--- config.mk ---
export PLATFORM = sky130hd
export DESIGN_NAME = rc_pwm_decoder
export DESIGN_NICKNAME = d
export VERILOG_FILES = /design/src/rtl/rc_pwm_decoder.sv
export SDC_FILE = /design/constraint.sdc
export NUM_CORES = 1
export LEC_CHECK = 0
export ABC_CLOCK_PERIOD_IN_PS = 8800
export CAP_MARGIN = 20
export CORE_AREA = 10 10 94 96
export CTS_CLUSTER_DIAMETER = 50
export DETAILED_ROUTE_END_ITERATION = 16
export DIE_AREA = 0 0 104 106
export GPL_TIMING_DRIVEN = 1
export PLACE_DENSITY_LB_ADDON = 0.2
export SETUP_SLACK_MARGIN = 0.5
export SKIP_LAST_GASP = 1
export SYNTH_ARGS = -nofsm -noshare
export SYNTH_HDL_FRONTEND = slang
export SYNTH_SLANG_ARGS = --single-unit
export TNS_END_PERCENT = 10
--- constraint.sdc ---
create_clock -name CLK_50M -period 8.8 [get_ports CLK_50M]
set_input_delay 1.32 -clock CLK_50M [delete_from_list [all_inputs] [get_ports CLK_50M]]
set_output_delay 1.32 -clock CLK_50M [all_outputs]
set_load 0.01 [all_outputs]
--- src/rtl/rc_pwm_decoder.sv ---
// RC servo pulse-width decoder: measures high time in us and maps it to a 3-bit drive code (CMD_FILTER_EN adds a two-pulse cmd filter).
// Latency: pwm_in fall to pulse_valid/pulse_err is 4 CLK_50M cycles; no backpressure, strobes are single-cycle and unbuffered.
module rc_pwm_decoder #(
  parameter int CLK_DIV      = 50,
  parameter int W            = 12,
  parameter int MIN_US       = 900,
  parameter int MAX_US       = 2100,
  parameter int BAND_BASE_US = 1000,
  parameter int BAND_US      = 200,
  parameter int TIMEOUT_US   = 25000
) (
  input  logic         CLK_50M,
  input  logic         Reset,
  input  logic         pwm_in,
  output logic [W-1:0] width_us,
  output logic [2:0]   cmd,
  output logic         pulse_valid,
  output logic         pulse_err,
  output logic         link_ok
);

  localparam int PW = (CLK_DIV > 1) ? $clog2(CLK_DIV) : 1;
  localparam int TW = $clog2(TIMEOUT_US + 1);

  localparam logic [PW-1:0] PRE_LAST = PW'(CLK_DIV - 1);
  localparam logic [TW-1:0] TO_LAST  = TW'(TIMEOUT_US - 1);
  localparam logic [TW-1:0] TO_SAT   = TW'(TIMEOUT_US);
  localparam logic [W-1:0]  MIN_W    = W'(MIN_US);
  localparam logic [W-1:0]  MAX_W    = W'(MAX_US);
  localparam logic [W-1:0]  OVF_W    = W'(MAX_US + 1);
  localparam logic [W-1:0]  EDGE1    = W'(BAND_BASE_US + BAND_US);
  localparam logic [W-1:0]  EDGE2    = W'(BAND_BASE_US + 2 * BAND_US);
  localparam logic [W-1:0]  EDGE3    = W'(BAND_BASE_US + 3 * BAND_US);
  localparam logic [W-1:0]  EDGE4    = W'(BAND_BASE_US + 4 * BAND_US);

  typedef enum logic [1:0] {
    WAIT_LOW,
    WAIT_RISE,
    MEASURE
  } state_t;

  state_t        state, state_nxt;
  logic [2:0]    pwm_sync;
  logic          rise, fall;
  logic [PW-1:0] pre_cnt;
  logic          tick;
  logic [TW-1:0] to_cnt;
  logic          to_hit;
  logic [W-1:0]  high_cnt, hc_nxt;
  logic          accept, reject;
  logic [2:0]    cmd_new;
  logic          cmd_take;

  // Sync chain resets high so a pulse already in progress at reset release never looks like a rise.
  always_ff @(posedge CLK_50M or negedge Reset) begin
    if (!Reset) begin
      pwm_sync <= '1;
      rise     <= 1'b0;
      fall     <= 1'b0;
    end else begin
      pwm_sync <= {pwm_sync[1:0], pwm_in};
      rise     <= pwm_sync[1] & ~pwm_sync[2];
      fall     <= ~pwm_sync[1] & pwm_sync[2];
    end
  end

  assign tick = (pre_cnt == PRE_LAST);

  always_ff @(posedge CLK_50M or negedge Reset) begin
    if (!Reset) begin
      pre_cnt <= '0;
    end else if (rise || tick) begin
      pre_cnt <= '0;
    end else begin
      pre_cnt <= pre_cnt + 1'b1;
    end
  end

  always_ff @(posedge CLK_50M or negedge Reset) begin
    if (!Reset) begin
      to_cnt <= '0;
    end else if (rise) begin
      to_cnt <= '0;
    end else if (tick && (to_cnt != TO_SAT)) begin
      to_cnt <= to_cnt + 1'b1;
    end
  end

  assign to_hit = tick && !rise && (to_cnt == TO_LAST);

  // Include the tick landing on the fall cycle so the count is exact for whole-us pulses.
  assign hc_nxt = high_cnt + {{(W-1){1'b0}}, tick};

  always_ff @(posedge CLK_50M or negedge Reset) begin
    if (!Reset) begin
      state    <= WAIT_LOW;
      high_cnt <= '0;
    end else begin
      state <= state_nxt;
      if (state == WAIT_RISE && rise) begin
        high_cnt <= '0;
      end else if (state == MEASURE) begin
        high_cnt <= hc_nxt;
      end
    end
  end

  always_comb begin
    state_nxt = state;
    accept    = 1'b0;
    reject    = 1'b0;
    case (state)
      WAIT_LOW: begin
        if (!pwm_sync[2]) state_nxt = WAIT_RISE;
      end
      WAIT_RISE: begin
        if (rise) state_nxt = MEASURE;
      end
      MEASURE: begin
        if (fall) begin
          if (hc_nxt >= MIN_W && hc_nxt <= MAX_W) accept = 1'b1;
          else                                    reject = 1'b1;
          state_nxt = WAIT_RISE;
        end else if (hc_nxt == OVF_W) begin
          reject    = 1'b1;
          state_nxt = WAIT_LOW;
        end
      end
      default: state_nxt = WAIT_LOW;
    endcase
  end

  function automatic logic [2:0] band(input logic [W-1:0] w);
    if (w < EDGE1)      band = 3'b000;
    else if (w < EDGE2) band = 3'b001;
    else if (w < EDGE3) band = 3'b010;
    else if (w < EDGE4) band = 3'b011;
    else                band = 3'b100;
  endfunction

  assign cmd_new = band(hc_nxt);

`ifdef CMD_FILTER_EN
  logic [2:0] cand;
  logic       cand_vld;

  assign cmd_take = accept && cand_vld && (cand == cmd_new);

  always_ff @(posedge CLK_50M or negedge Reset) begin
    if (!Reset) begin
      cand     <= 3'b000;
      cand_vld <= 1'b0;
    end else if (accept) begin
      cand     <= cmd_new;
      cand_vld <= 1'b1;
    end else if (reject || to_hit) begin
      cand_vld <= 1'b0;
    end
  end
`else
  assign cmd_take = accept;
`endif

  always_ff @(posedge CLK_50M or negedge Reset) begin
    if (!Reset) begin
      width_us    <= '0;
      cmd         <= 3'b000;
      pulse_valid <= 1'b0;
      pulse_err   <= 1'b0;
      link_ok     <= 1'b0;
    end else begin
      pulse_valid <= accept;
      pulse_err   <= reject;
      // An accept in the timeout cycle takes priority over dropping the link.
      if (accept) begin
        width_us <= hc_nxt;
        if (cmd_take) begin
          cmd     <= cmd_new;
          link_ok <= 1'b1;
        end
      end else if (to_hit) begin
        cmd     <= 3'b000;
        link_ok <= 1'b0;
      end
    end
  end

endmodule

* After elaboration in Yosys (flattened, before gate mapping) *
Cells that the tools add are included.

operators by class
  add/subtract/negate cells = 3
  magnitude comparators = 6
  equality and inequality tests = 9
  mux-type cells = 25
  bitwise logic cells = 4
  reductions and logical operators = 12

operator list
  kind                   number
  $lt 12x11->1 const B   4
  $mux 15                2
  $mux 12                2
  $mux 3                 6
  $add 15x1->15 const B  1
  $eq 15x15->1 const B   1
  $ne 15x15->1 const B   1
  $add 12x1->12          1
  $eq 12x12->1 const B   1
  $ge 12x10->1 const B   1
  $le 12x12->1 const B   1
  $mux 1                 9
  $mux 2                 4
  $add 6x1->6 const B    1
  $eq 6x6->1 const B     1
  $mux 6                 1
  $pmux 2 s3             1
  $reduce_bool 2->1      3
  $logic_and 1x1->1      5
  $ne 2x2->1 const B     2
  $ne 3x2->1 const B     1
  $reduce_and 3->1       1
  $and 1x1->1            2
  $eq 2x1->1 const B     1
  5 further kinds        6

storage, ports and cells
  register bits = 58
  input bits = 3
  output and inout bits = 18
  logic and storage cells = 71

* Depth between registers and ports, before layout *
Gate-level depths: netlist (run 1).

  word-level depth = 8
  depth in mapped cells = 15
  gate-level depth less buffers = 13

* Worst setup path after synthesis (run 1) *
No wires, ideal clock.

  kind = flip-flop to flip-flop
  start point = reg pre_cnt[2]
  end point = reg width_us[11]
  setup time = 0.128 ns
  arrival time = 3.221 ns
  required time = 8.672 ns
  slack = 5.451 ns
  stages on the path, launching flop included = 13
  path buffers = 2
  clock period less this slack = 3.349 ns
  cells stage by stage = dfrtp_1 -> or2_2 -> nor2_1 -> ha_1 -> ha_1 -> buf_4 -> nand2_1 -> or3_4 -> a211o_1 -> a211o_4 -> clkinv_2 -> buf_8 -> mux2_1

on the way
  cells in the longest elaborated chain, start to end = 7
  elaborated cells on any way between the ends = 8
  those cells by class = 1 x add/sub; 2 x order compare; 1 x eq/ne; 3 x mux; 1 x reduce/logical

RTL lines
  item                                                 line  text
  start, declared                                      45    logic [PW-1:0] pre_cnt;
  start signal, assigned                               75    pre_cnt <= pre_cnt + 1'b1;
  $eq 6x6->1 (*)                                       67    assign tick = (pre_cnt == PRE_LAST);
  $add 12x1->12 (*)                                    92    assign hc_nxt = high_cnt + {{(W-1){1'b0}}, tick};
  $ge 12x10->1 / $le 12x12->1 (equally long branches)  121   if (hc_nxt >= MIN_W && hc_nxt <= MAX_W) accept = 1'b1;
  $logic_and 1x1->1 (*)                                121
  $mux 1 (*)                                           121
  $mux 1 (*)                                           120   if (fall) begin
  $mux 1 (*)                                           112   case (state)
  named net accept                                     50    logic accept, reject;
  end signal, assigned                                 176   width_us <= hc_nxt;
  end, declared                                        15    output logic [W-1:0] width_us,

Mark *: on every way through the listed nets, which the timed path passes. The rest lies on a longest branch.
A chain may end at the register's enable or synchronous reset.

* Worst setup path in the final report (run 1) *
  start point = reg pre_cnt[2]
  end point = reg width_us[5]

on the way
  cells in the longest elaborated chain, start to end = 7
  elaborated cells on any way between the ends = 8
  those cells by class = 1 x add/sub; 2 x order compare; 1 x eq/ne; 3 x mux; 1 x reduce/logical

RTL lines
  item                                                 line
  $eq 6x6->1 (*)                                       67
  $add 12x1->12 (*)                                    92
  $ge 12x10->1 / $le 12x12->1 (equally long branches)  121
  $logic_and 1x1->1                                    121
  $mux 1                                               121
  $mux 1                                               120
  $mux 1                                               112

Mark *: on every way between the ends. The rest lies on a longest branch, timed or not.

==> results of run 1 <==
[area by class of cell]
type / count / area, sq um / share of cell area
multi-input cells: 262 / 1690 / 0.450
clock buffers: 12 / 155 / 0.0413
inverters: 15 / 57.6 / 0.0153
repair buffers: 21 / 203 / 0.0539
clock inverters: 4 / 73.8 / 0.0196
flip-flops and latches: 58 / 1460 / 0.387
well taps: 99 / 124 / 0.0329
[per-stage QoR]
step / total power, uW / worst slack [ns] / util
after CTS: 759 / 4.78 / 0.533
after global routing: 793 / 4.53 / 0.533
after floorplan: 422 / 5.45 / -
final: 752 / 4.74 / 0.533
after detailed placement: 474 / 4.81 / 0.500
after global placement: 472 / 4.92 / 0.500
[layer usage]
metal	global-route usage	routed length [um]
met2	0.189	3070
met3	0.0338	470
met4	0.0626	138
met5	0	0
met1	0.195	3660
[flip-flops by register name, indices dropped and copies added (netlist names)]
name and flops:
pwm_sync 3, high_cnt 12, cmd 3, pulse_err 1, rise 1, pulse_valid 1, fall 1, width_us 12
link_ok 1, to_cnt 15, state 2, pre_cnt 6
[worst reg2reg max path, delay by kind of cell, from the launching register on]
kind                       cells  cell delay [ns]
AOI/OAI and AO/OA              2             0.72
DFF                            1             0.41
adders and majority gates      2             1.02
buffers and inverters          1             0.18
and+or+nand+nor                4             1.25
muxes                          1             0.35
[power breakdown]
part           leakage [uW]  internal (uW)  total [uW]  switching [uW]
registers          0.000785            294         338            43.3
clock network      0.000117            175         283             108
logic              0.000676           62.2         131            69.1
[Yosys cell counts, types with 3 or more instances]
cell type,n
a21oi_1,28
a31oi_1,7
and2_1,4
and3_1,5
and4_1,5
buf_2,3
clkbuf_1,14
dfrtp_1,55
dfstp_2,3
ha_1,6
inv_1,13
mux2_1,5
mux2_2,4
mux2i_1,5
nand2_1,27
nand3_1,13
nand4_1,9
nor2_1,39
nor2b_1,3
nor3_1,12
nor4_1,4
o21ai_0,7
o22ai_1,7
or2_2,4
or3_1,4
xnor2_1,19
xor2_1,10
[kinds of logic (layout without fill, tap and decap cells)]
kind of cell | after synthesis | in the layout | share of synthesized area
flip-flops | 58 | 58 | 0.440
adder cells (fa/ha/maj) | 6 | 6 | 0.0227
buffers and inverters | 37 | 52 | 0.0495
AO/OA/AOI/OAI | 72 | 72 | 0.142
multiplexers | 14 | 14 | 0.0457
AND/OR/NAND/NOR | 141 | 141 | 0.223
XOR/XNOR | 29 | 29 | 0.0767
[worst paths after layout]
check                            start     endpoint  slack, ns  depth (start not counted)
setup / recovery            pre_cnt[2]  width_us[5]       4.74                         10
hold / removal             pwm_sync[0]  pwm_sync[1]       0.36                          0
setup reg to reg            pre_cnt[2]  width_us[5]       4.74                         10
hold reg to reg            pwm_sync[0]  pwm_sync[1]       0.36                          0
max in group asynchronous        Reset   pre_cnt[1]       7.23                          2
min in group asynchronous        Reset       cmd[2]       1.11                          2
==> impl_metrics.ini, run 1 <==
[status]
outcome = completed

[logic_synthesis]
async_flop_share = 1.00
synth_edf_count = 0
yosysWarnings = 0
synth_area_leader_cell = dfrtp_1
synth_area_sq_um = 3310
syn_area_per_cell_sq_um = 9.27
ys_seq_elements = 58
synth_ff_type = dfrtp_1
synth_cells = 357
synthTopCellsByArea = dfrtp_1, xnor2_1, nor2_1, a21oi_1, nand2_1
ys_seq_area_frac = 0.440
syn_nets = 366
ys_types = 62
synth_top_area_frac = 0.416

[layout]
final_common_cell = dfrtp_1
areaGrowthSynthToFinish_pct = 13.6
fin_cells = 471
diodes = 0
drive_gt1_frac = 0.0941
stdcell_area_sq_um = 3760
final_cell_mix = dfrtp_1, nor2_1, a21oi_1
final_nets = 376
fillerInstances = 657

[detailed_routing]
drc = 0
wirelength_um = 7340
routedWlPerCell_um = 15.6
drt-initial-drc-count = 350
vias_per_cell = 5.67
num_vias = 2672
ant_nets = 0
drt-pass1-iter-count = 5

[pwr]
vdd_drop_max_mv = 0.0944
powerDensity_nw_per_um2 = 200
leakage_uw = 0.00158

[grt]
grt-ovfl-total = 0
grt_max_degree = 59
gr-usage-all-layers = 0.137
grt_pass1_wl_um = 12500
grt_antenna_before_repair = 0
first_global_vias = 2400

[worst_setup_path]
cpPeakStageDelay_ns = 0.69
worstSetupPathType = flop to flop
critPathCaptureType = flop
critPathArrivalTime_ns = 4.28
critical_path.top_delay_family = simple AND/OR/NAND/NOR gates
worstPathCellList = or2_2 -> nor2_1 -> ha_1 -> ha_1 -> nand2_1 -> or3_4 -> a211o_1 -> a211o_4 -> clkinv_2 -> mux2_2
crit_top_cell = ha_1
worst-path-buf-inv = 1
cp-start-kind = flop
path_max_fanout = 23
crit_required_ns = 9.02
cpMaxStageDelayCell = ha_1

[timing]
timing.final.max_slew_violations = 0
period_needed_ns = 4.06
fin_crit_sh = 0.461
worst_pin_slew_ns = 0.992
fin_skew_ns = 0.00985
holdWs_ns = 0.356
hold_viol = 0
setup_violations = 0
fmax_mhz = 246
slew_headroom = 0.332
rsz0062_at_grt = false
fin_tns_setup_ns = 0

[clocking]
clkLatencyLatePin_ns = 0.34
cts_buffer_depth = 2
postCtsSetupRepairBufs = 0
cts_resized = 0
h-tree-depth = 3
cts_tree = built
cts_sinks = 58
cts_root_buf = clkbuf_8
cts.clk_slew.worst_paths_ns = 0.06
ctsHoldBuffers = 0
numCtsBuffers = 9

[floorplanning]
core_sq_um = 7060
fp.dieW_um = 104
die_h_um = 106
die_area_sq_um = 11000
std_cell_rows = 31
start_util = 0.469
io_pins = 21

[place]
dp_hpwl_um = 5100
portBuffers = 20
numPlacedInstances = 455
dpl_cell_area_sq_um = 3530
globalplace.congestion = 0.873

[run]
drv_cap = 0

[worst_hold_path]
hp-class = flop to flop
Power figures use the tool's default switching activity.
==> run 2: changes to the inputs <==
Settings changed: ABC_CLOCK_PERIOD_IN_PS 8800 to 4100.
Clock period 8.8 ns to 4.1 ns, I/O delays scaled along.
==> impl_metrics.ini, run 2 (synthesized netlist as in run 1, its figures left out) <==
[status]
outcome = completed

[timing]
timing.final.max_slew_violations = 0
slew_headroom = 0.312
rsz0062_at_grt = false
fin_skew_ns = 0.0139
setup_violations = 0
worst_pin_slew_ns = 1.02
fin_tns_setup_ns = 0
holdWs_ns = 0.308
fin_crit_sh = 0.833
hold_viol = 0
timing.final.ws_setup_ns = 0.684
fmax_mhz = 293
period_needed_ns = 3.42

[detailed_routing]
drt-initial-drc-count = 314
drc = 0
wl_met1_um = 3670
ant_nets = 0
vias_per_cell = 5.83
wirelength_um = 7700
dr.max_layer_used = met4
drt-pass1-iter-count = 5
routedWlPerCell_um = 16.2
wl_met3_um = 440
wl_met2_um = 3510
num_vias = 2765

[place]
post-place-ws_ns = 0.406
dpl_cell_area_sq_um = 3540
dp_hpwl_um = 5390
globalplace.congestion = 0.917
portBuffers = 20

[worst_setup_path]
cp-start-kind = flop
path_max_fanout = 12
crit_required_ns = 4.31
critPathArrivalTime_ns = 3.63
worstSetupPathType = flop to flop
cpMaxStageDelayCell = dfrtp_1
worstPathCellList = or2_2 -> nor2_2 -> ha_2 -> nand2_1 -> nor3_4 -> a31oi_1 -> a211o_1 -> a211o_4 -> clkinv_2 -> mux2_2
cpPeakStageDelay_ns = 0.41
critPathCaptureType = flop
worst-path-buf-inv = 1
critical_path.top_delay_family = simple AND/OR/NAND/NOR gates

[layout]
areaGrowthSynthToFinish_pct = 12.9
seq_area_sq_um = 1460
multi_input_area_sq_um = 1710
largest-register = to_cnt
fillerInstances = 660
final_nets = 379
drive_gt1_frac = 0.104
reg.largest.list = to_cnt (15), high_cnt (12), width_us (12)
diodes = 0
final_common_cell = dfrtp_1
largest_reg_flops = 15
final_cell_mix = dfrtp_1, nor2_1, a21oi_1
stdcell_area_sq_um = 3740

[clocking]
clkLatencyLatePin_ns = 0.34
cts.clk_slew.worst_paths_ns = 0.08
cts_buffer_depth = 2
ctsHoldBuffers = 0
cts_tree = built
cts_sinks = 58
numCtsBuffers = 9
cts_root_buf = clkbuf_8
h-tree-depth = 3

[grt]
grt-ovfl-total = 0
grt_pass1_wl_um = 13100
gr-usage-all-layers = 0.142
grt_antenna_before_repair = 0
grt_max_degree = 31
first_global_vias = 2576

[floorplanning]
std_cell_rows = 31
io_pins = 21
fp.dieW_um = 104
die_area_sq_um = 11000
die_h_um = 106
start_util = 0.469
core_sq_um = 7060

[pwr]
leakage_uw = 0.00156
power_uw = 1480
powerDensity_nw_per_um2 = 397
vdd_drop_max_mv = 0.273

[worst_hold_path]
hp-class = primary input to asynchronous set/reset pin

[run]
drv_cap = 0
==> run 2: cell types whose count changed in the layout (fill, tap and decap cells not counted), sizes merged <==
cell	previous run	this run
clkbuf	12	13
bufinv	2	0
buf	2	5
clkinvlp	0	1
==> run 2: timing repair <==
action	in CTS	in global routing
pin swaps	0	1
gates resized for setup	2	2
buffers inserted	0	2
setup endpoints to repair	7	8
==> run 2: metal layers <==
layer	up-vias	global-route usage
met1	1355	0.199
met5	-	0
met2	95	0.211
met3	10	0.0338
li1	1305	-
met4	0	0.0477
==> run 2: final cells by class <==
| class | instances | area share |
|---|---|---|
| clock buffer | 13 | 0.0398 |
| inverter | 15 | 0.0154 |
| multi-input combinational | 262 | 0.457 |
| clock inverter | 3 | 0.00469 |
| tap | 99 | 0.0331 |
| sequential | 58 | 0.389 |
| timing repair buffer | 24 | 0.0603 |
==> run 2: where the power goes <==
part	total, uW	internal (uW)	switching [uW]
registers	729	631	97.9
clock network	461	234	226
logic	293	141	152
total	1480	1010	476
==> run 2: worst paths after layout <==
path	from	to	depth (start not counted)	slack, ns
min	Reset	to_cnt[10]	1	0.31
min in group CLK_50M	pwm_sync[0]	pwm_sync[1]	0	0.35
max reg2reg	pre_cnt[2]	width_us[5]	10	0.68
max in group asynchronous	Reset	pwm_sync[0]	2	2.89
min reg2reg	pwm_sync[0]	pwm_sync[1]	0	0.35
max	pre_cnt[2]	width_us[5]	10	0.68
==> run 2: through the flow <==
step | std cells | util
floorplan | 357 | -
global placement | 456 | 0.501
detailed placement | 456 | 0.501
CTS | 472 | 0.526
global route | 474 | 0.529
finish | 474 | 0.529
==> run 2: worst register-to-register path, stage by stage (launching register included) <==
cell and delay [ns]:
dfrtp_1 0.41, or2_2 0.33, nor2_2 0.22, ha_2 0.31, nand2_1 0.22, nor3_4 0.38, a31oi_1 0.16, a211o_1 0.34
a211o_4 0.40, clkinv_2 0.18, mux2_2 0.36
==> run 3: changes to the inputs <==
Settings changed: ABC_CLOCK_PERIOD_IN_PS 4100 to 3000.
Clock period 4.1 ns to 3 ns, I/O delays scaled along.
==> impl_metrics.ini, run 3 (synthesized netlist as in run 1, its figures left out) <==
[timing]
rsz0062_at_grt = true
holdWs_ns = 0.357
hold_viol = 0
fin_skew_ns = 0.00881
period_needed_ns = 3.01
setup_violations = 1
fin_crit_sh = 1.00
slew_headroom = 0.590
fmax_mhz = 332
timing.final.ws_setup_ns = -0.0119
worst_pin_slew_ns = 0.615
timing.final.max_slew_violations = 0

[floorplanning]
die_h_um = 106
start_util = 0.469
core_sq_um = 7060
die_area_sq_um = 11000
std_cell_rows = 31
fp.dieW_um = 104
io_pins = 21

[worst_setup_path]
r2r_cells = 13
cpPeakStageDelay_ns = 0.41
worstPathCellList = ha_2 -> nand3_2 -> nor2_4 -> ha_4 -> ha_4 -> buf_2 -> buf_4 -> or3_1 -> a21oi_1 -> a21oi_1 -> o311ai_1 -> nand4_1 -> o32ai_2
r2r_start = pre_cnt[0]
cp-start-kind = flop
worst-r2r-setup-slack_ns = -0.01
crit_required_ns = 3.23
r2r-end = cmd[1]
critPathArrivalTime_ns = 3.24
path_max_fanout = 7
worstSetupPathType = flop to flop
critPathCaptureType = flop
crit_start = pre_cnt[0]
cpMaxStageDelayCell = dfrtp_1

[worst_hold_path]
min_from = pwm_sync[0]
worstHoldPathCells = 0
hold_end = pwm_sync[1]
hp-class = flop to flop

[clocking]
cts_sinks = 58
cts_tree = built
numCtsBuffers = 9
clkLatencyLatePin_ns = 0.34
cts_buffer_depth = 2
cts.clk_slew.worst_paths_ns = 0.07
cts_root_buf = clkbuf_8
h-tree-depth = 3

[detailed_routing]
drt-initial-drc-count = 392
routedWlPerCell_um = 16.5
ant_nets = 0
drt-pass1-iter-count = 4
num_vias = 2857
vias_per_cell = 5.64
drc = 0
wirelength_um = 8380

[status]
outcome = finished with violations
failed_checks = setup timing

[grt]
grt_antenna_before_repair = 0
gr-usage-all-layers = 0.154
grt_pass1_wl_um = 14200
grt-ovfl-total = 0
grt_max_degree = 28
first_global_vias = 2795

[layout]
stdcell_area_sq_um = 4130
final_common_cell = dfrtp_1
final_nets = 412
reg.largest.list = to_cnt (15), high_cnt (12), width_us (12)
final_cell_mix = dfrtp_1, nor2_1, buf_4
diodes = 0
areaGrowthSynthToFinish_pct = 24.8
drive_gt1_frac = 0.208
largest_reg_flops = 15
post-route-util = 0.585
largest-register = to_cnt

[pwr]
vdd_drop_max_mv = 0.311
powerDensity_nw_per_um2 = 552
leakage_uw = 0.00177
power_uw = 2280

[place]
globalplace.congestion = 0.960
post-place-ws_ns = -0.00402
dpl_cell_area_sq_um = 3750
dp_hpwl_um = 5670
portBuffers = 20

[run]
drv_cap = 0
==> run 3: what timing repair did <==
item,in CTS,in global routing
cloned,1,0
endpoints found under the setup margin,19,19
gates resized for setup,6,2
pin swaps,5,3
endpoints found under the hold margin,5,0
setup buffers,13,1
hold buffers,1,0
==> run 3: metrics by stage <==
step	cells	TNS, ns
2_1_floorplan	357	0
3_3_place_gp	475	0
3_5_place_dp	475	-0.00741
4_1_cts	506	0
5_1_grt	507	-0.797
6_report	507	-0.0119
==> run 3: cell type report <==
class / instances / area [sq um]
fill: 640 / 2930
multi-input combinational: 262 / 1780
sequential: 58 / 1460
timing repair buffer: 56 / 473
clock buffer: 13 / 179
tap: 99 / 124
inverter: 15 / 68.8
clock inverter: 3 / 45.0
timing repair inverter: 1 / 8.76
==> run 3: worst max-delay path, delay by kind of cell (launching register included) <==
kind,cells,cell delay [ns]
adder cells (fa/ha/maj),3,0.54
flip-flops,1,0.41
AND/OR/NAND/NOR,4,0.67
AO/OA/AOI/OAI,4,0.94
buffers and inverters,2,0.31
==> run 3: power by group <==
| group | internal, uW | total (uW) | leakage, uW | switching [uW] |
|---|---|---|---|---|
| logic | 244 | 508 | 0.000872 | 263 |
| clock network | 474 | 802 | 0.000108 | 328 |
| registers | 863 | 969 | 0.000785 | 105 |
| total | 1580 | 2280 | 0.00177 | 696 |
==> run 3: worst max path at each step <==
stage / endpoint / slack (ns)
2_1_floorplan: width_us[11] / 0.04
4_1_cts: width_us[1] / 0.06
3_5_place_dp: width_us[5] / -0.004
3_3_place_gp: width_us[5] / 0.06
5_1_grt: cmd[1] / -0.12
6_report: cmd[1] / -0.01
==> run 3: per-layer routing <==
metal / track usage / vias to the layer above / wire length [um]
li1: - / 1367 / -
met4: 0.0656 / 0 / 138
met1: 0.208 / 1379 / 3880
met2: 0.231 / 98 / 3790
met5: 0 / - / 0
met3: 0.0393 / 13 / 562
